==> src/rtl/if_fetch.sv <==
// Instruction-fetch stage: owns the PC, issues in-order imem requests and
// queues returned instructions for IF/ID, discarding wrong-path responses.
module if_fetch #(
   parameter logic [31:0] RESET_PC = 32'h0000_0000,
   parameter int unsigned DEPTH    = 4,
   parameter int unsigned MAX_OUT  = 2
) (
   input  logic        clk,
   input  logic        rst,
   input  logic        j_flush,
   input  logic [31:0] j_target,
   input  logic        b_flush,
   input  logic [31:0] b_target,
   input  logic        stall,
   output logic        imem_req,
   output logic [31:0] imem_addr,
   input  logic        imem_gnt,
   input  logic        imem_rvalid,
   input  logic [31:0] imem_rdata,
   output logic        if_valid,
   output logic [31:0] if_pc,
   output logic [31:0] if_inst
);

   localparam int unsigned AW = (DEPTH > 1) ? $clog2(DEPTH) : 1;
   localparam int unsigned PW = (MAX_OUT > 1) ? $clog2(MAX_OUT) : 1;
   localparam int unsigned CW = $clog2(MAX_OUT + 1);
   localparam int unsigned BW = $clog2(DEPTH + 1);

   logic [31:0]   r_pc;
   logic [31:0]   r_pend [MAX_OUT];
   logic [PW-1:0] r_pend_wr;
   logic [PW-1:0] r_pend_rd;
   logic [CW-1:0] r_out_cnt;
   logic [CW-1:0] r_disc_cnt;
   logic [31:0]   r_buf_pc   [DEPTH];
   logic [31:0]   r_buf_inst [DEPTH];
   logic [AW-1:0] r_head;
   logic [AW-1:0] r_tail;
   logic [BW-1:0] r_buf_cnt;

   logic          w_flush;
   logic [31:0]   w_target;
   logic [31:0]   w_inflight;
   logic          w_grant;
   logic          w_resp;
   logic          w_keep;
   logic          w_pop;

   assign w_flush  = j_flush | b_flush;
   // Branch comes from the older instruction, so it wins over a jump.
   assign w_target = b_flush ? b_target : j_target;

   // Credits count buffered entries plus responses that will still land.
   assign w_inflight = 32'(r_buf_cnt) + 32'(r_out_cnt) - 32'(r_disc_cnt);
   assign imem_req   = !rst && !w_flush && (32'(r_out_cnt) < MAX_OUT) && (w_inflight < DEPTH);
   assign imem_addr  = r_pc;

   assign w_grant = imem_req && imem_gnt;
   assign w_resp  = imem_rvalid && (r_out_cnt != '0);
   assign w_keep  = w_resp && (r_disc_cnt == '0) && !w_flush;
   assign w_pop   = if_valid && !stall;

   assign if_valid = (r_buf_cnt != '0);
   assign if_pc    = if_valid ? r_buf_pc[r_head]   : '0;
   assign if_inst  = if_valid ? r_buf_inst[r_head] : '0;

   always_ff @(posedge clk) begin
      if (rst) begin
         r_pc       <= RESET_PC;
         r_pend_wr  <= '0;
         r_pend_rd  <= '0;
         r_out_cnt  <= '0;
         r_disc_cnt <= '0;
         r_head     <= '0;
         r_tail     <= '0;
         r_buf_cnt  <= '0;
      end else begin
         if (w_grant)
            r_pend_wr <= (r_pend_wr == PW'(MAX_OUT - 1)) ? '0 : r_pend_wr + PW'(1);
         if (w_resp)
            r_pend_rd <= (r_pend_rd == PW'(MAX_OUT - 1)) ? '0 : r_pend_rd + PW'(1);
         r_out_cnt <= r_out_cnt + CW'(w_grant) - CW'(w_resp);

         if (w_flush) begin
            // Everything still outstanding after this cycle is wrong-path.
            r_pc       <= w_target;
            r_disc_cnt <= r_out_cnt - CW'(w_resp);
            r_head     <= '0;
            r_tail     <= '0;
            r_buf_cnt  <= '0;
         end else begin
            if (w_grant)
               r_pc <= r_pc + 32'd4;
            if (w_resp && (r_disc_cnt != '0))
               r_disc_cnt <= r_disc_cnt - CW'(1);
            if (w_keep)
               r_tail <= r_tail + AW'(1);
            if (w_pop)
               r_head <= r_head + AW'(1);
            r_buf_cnt <= r_buf_cnt + BW'(w_keep) - BW'(w_pop);
         end
      end
   end

   always_ff @(posedge clk) begin
      if (w_grant)
         r_pend[r_pend_wr] <= r_pc;
      if (!rst && w_keep) begin
         r_buf_pc[r_tail]   <= r_pend[r_pend_rd];
         r_buf_inst[r_tail] <= imem_rdata;
      end
   end

endmodule

==> config.mk <==
export PLATFORM = sky130hd
export DESIGN_NAME = if_fetch
export DESIGN_NICKNAME = d
export VERILOG_FILES = /design/src/rtl/if_fetch.sv
export SDC_FILE = /design/constraint.sdc
export NUM_CORES = 1
export LEC_CHECK = 0
export CAP_MARGIN = 5
export CORE_MARGIN = 2
export CORE_UTILIZATION = 50
export CTS_CLUSTER_DIAMETER = 120
export DETAILED_ROUTE_END_ITERATION = 10
export PLACE_DENSITY = 0.74
export SLEW_MARGIN = 25
export SYNTH_ARGS = -nofsm -noshare
export SYNTH_HDL_FRONTEND = slang
export SYNTH_SLANG_ARGS = --single-unit
==> constraint.sdc <==
create_clock -name clk -period 12.1 [get_ports clk]
set_input_delay 1.21 -clock clk [delete_from_list [all_inputs] [get_ports clk]]
set_output_delay 1.21 -clock clk [all_outputs]
set_load 0.1 [all_outputs]
# [Word level (Yosys, flattened, before mapping)]
# Memories as Yosys holds them, arrays and structs flattened. A register that Yosys moved wholly into a read port is not among the register bits.
# Cells that the tools add are included.
# Widths: inputs -> output; s select.
[totals] register_bits=45 latchBits=0 mem_bits_rw=320 mem_bits_ro=0 output_inout_bits=98 memories=3
[op_classes] addsub=13 mul=0 div_mod_pow=0 n_lt_le_gt_ge=2 n_eq_ne=0 n_shift=0 mux=19 bitwise=1 n_reduce_logical=20
[mem_list] name="r_buf_inst" depth=4 width=32 rd=1 rd_ports_with_merged_regs=1 wr=1 line="37" text="logic [31:0] r_buf_inst [DEPTH];"
[mem_list] name="r_buf_pc" depth=4 width=32 rd=1 rd_ports_with_merged_regs=1 wr=1 line="36" text="logic [31:0] r_buf_pc [DEPTH];"
[mem_list] name="r_pend" depth=2 width=32 rd=1 rd_ports_with_merged_regs=1 wr=1 line="31" text="logic [31:0] r_pend [MAX_OUT];"
[ops] cell="$mux 32" n=5
[ops] cell="$add 32x3->32 const B" n=1
[ops] cell="$lt 32x3->1 const B" n=1
[ops] cell="$mux 2" n=6
[ops] cell="$logic_and 1x1->1" n=10
[ops] cell="$mux 1" n=8
[ops] cell="$reduce_bool 2->1" n=4
[ops] cell="$sub 4x2->5" n=1
[ops] cell="$add 2x1->2 const B" n=2
[ops] cell="$add 3x2->4" n=1
[ops] cell="$sub 2x1->2" n=2
[ops] cell="$add 3x1->3" n=1
[ops] cell="$logic_not 1->1" n=3
[ops] cell="$reduce_bool 3->1" n=1
[ops] cell="$sub 3x1->3" n=1
[ops] cell="$add 1x1->1 const B" n=2
[ops] cell="$add 2x1->2" n=1
[ops] cell="$logic_not 2->1" n=1
[ops] cell="$lt 2x2->1 const B" n=1
[ops] cell="$reduce_or 2->1" n=1
[ops] cell="$sub 2x1->2 const B" n=1
[ops] cell="$or 1x1->1" n=1

# [Longest topological paths before layout]
[logic_depth] ltp_word=8 depth_mapped=16 depth_no_buf=14

# [Worst setup path after synthesis]
# No wires, ideal clock.
[synth_path] path_type="register -> output" start="register r_out_cnt[1]" end="output imem_req" arrival_ps=4444 t_required_ps=10890 path_slack_ps=6446 path_stages_with_launch=10 path_buffers=2 path_cell_list="dfxtp_1 inv_1 fa_1 inv_1 ha_1 and3b_1 or4b_4 buf_6 buf_6 a211oi_1"
[synth_between] elab_chain_cells=4 elab_cells_between_ends=6 classes_between="add/sub (2); order compare (2); reduce/logical (2)"
[synth_lines] item="from (decl)" line="34" text="logic [CW-1:0] r_out_cnt;"
[synth_lines] item="from (signal assigned)" line="83" text="r_out_cnt <= r_out_cnt + CW'(w_grant) - CW'(w_resp);"
[synth_lines] item="$add 3x2->4" line="55" text="assign w_inflight = 32'(r_buf_cnt) + 32'(r_out_cnt) - 32'(r_disc_cnt);"
[synth_lines] item="$sub 4x2->5" line="55"
[synth_lines] item="$lt 32x3->1" line="56" text="assign imem_req = !rst && !w_flush && (32'(r_out_cnt) < MAX_OUT) && (w_inflight < DEPTH);"
[synth_lines] item="$logic_and 1x1->1 (*)" line="56"
[synth_lines] item="to (decl)" line="15" text="output logic imem_req,"
# Every way passes the cells marked *; elsewhere a longest branch is shown, timed or not.

# [Worst setup path after layout]
# Ends and elaborated chain as after synthesis.

==> run_results.csv <==
group,metric,value,unit
outcome,status,"completed",
sta,worst_slew_pin_slew,1060,ps
pwr,power.share.clock,35.7,%
drt,vias,8379,
synth,synth_nets,1001,
die,dieArea,31800,sq um
place,dpl_worst_slack,6580,ps
finish,final_common_cell,"edfxtp_1",
synth,netlist_instances,881,
drt,drtIter0Drc,765,
critical_path,path_cells,"inv_1 > fa_1 > inv_1 > ha_1 > and3b_1 > or4b_4 > a211oi_1 > clkdlybuf4s50_1",
place,place_congestion,0.825,
place,dpl.hpwl,19100,um
global_route,overflow,0,
critical_path,end_kind,"primary output",
die,initial_core_util,50.9,%
critical_path,cp_slowest_cell,"clkdlybuf4s50_1",
drt,drt_wl_total,31500,um
drt,vias_per_cell,5.61,
synth,avgSynthCellArea,17.2,sq um
pwr,p_seq_share,51.2,%
finish,drive_gt1_share,16.4,%
drt,firstDrtPassIters,6,
pwr,comb_power_share,13.1,%
cts,postCtsSetupBuffers,0,
sta,clock.fmax,0.178,GHz
sta,max-slew-margin-rel,29.4,%
synth,ys_warn_count,0,
sta,hold_viol,0,
die,die_w,178,um
drt,wl_per_cell,21.1,um
place,portBuffers,200,
cts,clk_latency,510,ps
synth,synth-seq-area-share,69.6,%
cts,clockRootBuffer,"clkbuf_16",
synth,ys.flop_type,"edfxtp_1",
global_route,grt_pass1_vias,8558,
sta,clock_skew,16.0,ps
finish,nNetsFinal,1198,
critical_path,path_delay_family,"buffers and inverters",
critical_path,cp-start-kind,"flip-flop",
cts,ctsHoldBuffers,0,
critical_path,crit_top_cell,"inv_1",
global_route,grt_first_pass_wirelength,48000,um
min_path,hold_class,"flip-flop to flip-flop",
finish,diodes,0,
pwr,powerDensity,155,nW/um^2
die,io_pins,201,
pwr,sw_frac_of_total,24.7,%
global_route,grt_max_degree,67,
pwr,power_switching,712,uW
cts,cts_sinks,368,
sta,tns,0,ps
critical_path,worst_ep_required_time,10890,ps
cts,ctsResizeCount,0,
sta,slew_violations,0,
die,num_rows,63,
critical_path,critPathBufInv,3,
drt,drc,0,
critical_path,crit_arrival,4410,ps
finish,synthToLayoutAreaGrowth,22.8,%
job,drv_cap,0,
pwr,leakage,5.87,nW
synth,async_flop_share,0,%
synth,synth-edff-count,320,
synth,synth_cell_type_count,62,
critical_path,max_stage_delay,1210,ps
pwr,worst_ir_drop_vdd,0.0795,mV
sta,finalSetupViolations,0,
cts,cts.clk_slew.worst_paths,60,ps
die,fp.dieH,178,um
cts,htree_levels,2,
critical_path,cp_max_fo,22,
finish,final_cell_mix,"edfxtp_1 (320), clkdlybuf4s50_1 (200), and2_1 (69)",
synth,syn-cell-area,15200,sq um
sta,fin_ws,6480,ps
sta,final.period_utilization,46.4,%
cts,cts_tree,"yes",
global_route,grt_usage,20.0,%
cts,clk_path_buf_depth,3,
finish,num-fill-cells,2191,
synth,ys_seq_elements,368,
die,core,29800,sq um
global_route,antenna_found_initial,0,
sta,fin_crit,5620,ps
drt,ant_nets,0,
sta,rsz0062_at_grt,"no",
pwr,intPower,2.17,mW
cts,cts_buffers,36,
critical_path,criticalPathCategory,"flip-flop to primary output",
==> per-stage QoR <==
stage               hold slack, ps  cell area [sq um]  std cells  power (mW)  util, %
floorplan                      469              15200        881        1.76        -
global placement               486              17500       1428        1.87     58.8
detailed placement             501              17500       1428        1.88     58.8
CTS                            514              18600       1492        2.91     62.4
global route                   535              18600       1494        2.98     62.6
finish                         515              18600       1494        2.89     62.6
==> cell families after synthesis <==
logic type / after synthesis / share of synthesized area, %
AOI/OAI and AO/OA: 94 / 5.56
xor gates and xnor gates: 26 / 1.50
adders and majority gates: 17 / 1.50
buffers and inverters: 75 / 2.08
DFF: 368 / 69.6
muxes: 107 / 12.6
and+or+nand+nor: 194 / 7.11
==> layer usage <==
metal	routed length (um)	global-route usage, %	vias to the layer above
li1	-	-	3857
met1	14100	28.4	4206
met2	14900	32.6	268
met3	1740	3.50	48
met4	674	5.15	0
met5	0	0	-
==> registers in the layout, indices dropped and copies added, names as in the netlist, named ones only <==
register	flops
r_buf_cnt	3
imem_addr	32
r_pend	64
r_pend_wr	1
r_buf_pc	128
r_head	2
r_pend_rd	1
r_out_cnt	2
r_buf_inst	128
r_disc_cnt	2
r_tail	2
==> worst paths after layout <==
check | startpoint | end | slack, ps | depth (start not counted)
worst max register to register | r_out_cnt[1]$_SDFF_PP0_ | r_out_cnt[1]$_SDFF_PP0_ | 8330 | 14
worst min register to register | r_tail[1]$_SDFFE_PP0P_ | r_tail[1]$_SDFFE_PP0P_ | 520 | 2
worst max-delay path | r_out_cnt[1]$_SDFF_PP0_ | imem_req | 6480 | 8
worst min-delay path | r_tail[1]$_SDFFE_PP0P_ | r_tail[1]$_SDFFE_PP0P_ | 520 | 2
==> layout make-up <==
type,count,area (sq um),share of cell area [%]
Timing Repair Buffer,209,2090,11.2
Clock inverter,13,85.1,0.456
Inverter,25,93.8,0.503
Sequential cell,368,10600,56.7
Clock buffer,51,988,5.30
Tap cell,390,488,2.62
Multi-Input combinational cell,438,4310,23.1
==> worst reg2reg max path, stage by stage (launching register included) <==
cell and delay, ps:
dfxtp_1 410, inv_1 120, fa_1 540, inv_1 40, ha_1 270, and3b_1 220, or4b_4 720, a21oi_4 360
inv_2 130, ha_1 300, inv_1 40, ha_1 180, xnor2_1 160, xnor2_1 130, nor2_1 50
==> cell usage after synthesis (11+ instances only) <==
| library cell | number | area (sq um) |
|---|---|---|
| o22ai_1 | 19 | 119 |
| mux2_2 | 32 | 360 |
| nand3_1 | 13 | 65.1 |
| nor2_1 | 32 | 120 |
| a211oi_1 | 21 | 158 |
| nor3_1 | 11 | 55.1 |
| clkbuf_1 | 34 | 128 |
| xnor2_1 | 24 | 210 |
| ha_1 | 15 | 188 |
| dfxtp_1 | 48 | 961 |
| and2_1 | 73 | 457 |
| mux4_2 | 64 | 1440 |
| inv_1 | 23 | 86.3 |
| buf_1 | 11 | 41.3 |
| nand2_1 | 26 | 97.6 |
| edfxtp_1 | 320 | 9610 |
==> power groups by stage <==
stage	Sequential, mW	Clock [mW]	Combinational [mW]
floorplan	1.55	0	0.207
global placement	1.50	0	0.370
detailed placement	1.51	0	0.377
CTS	1.48	1.05	0.379
global route	1.48	1.10	0.405
finish	1.48	1.03	0.377
Power figures use the tool's default switching activity.
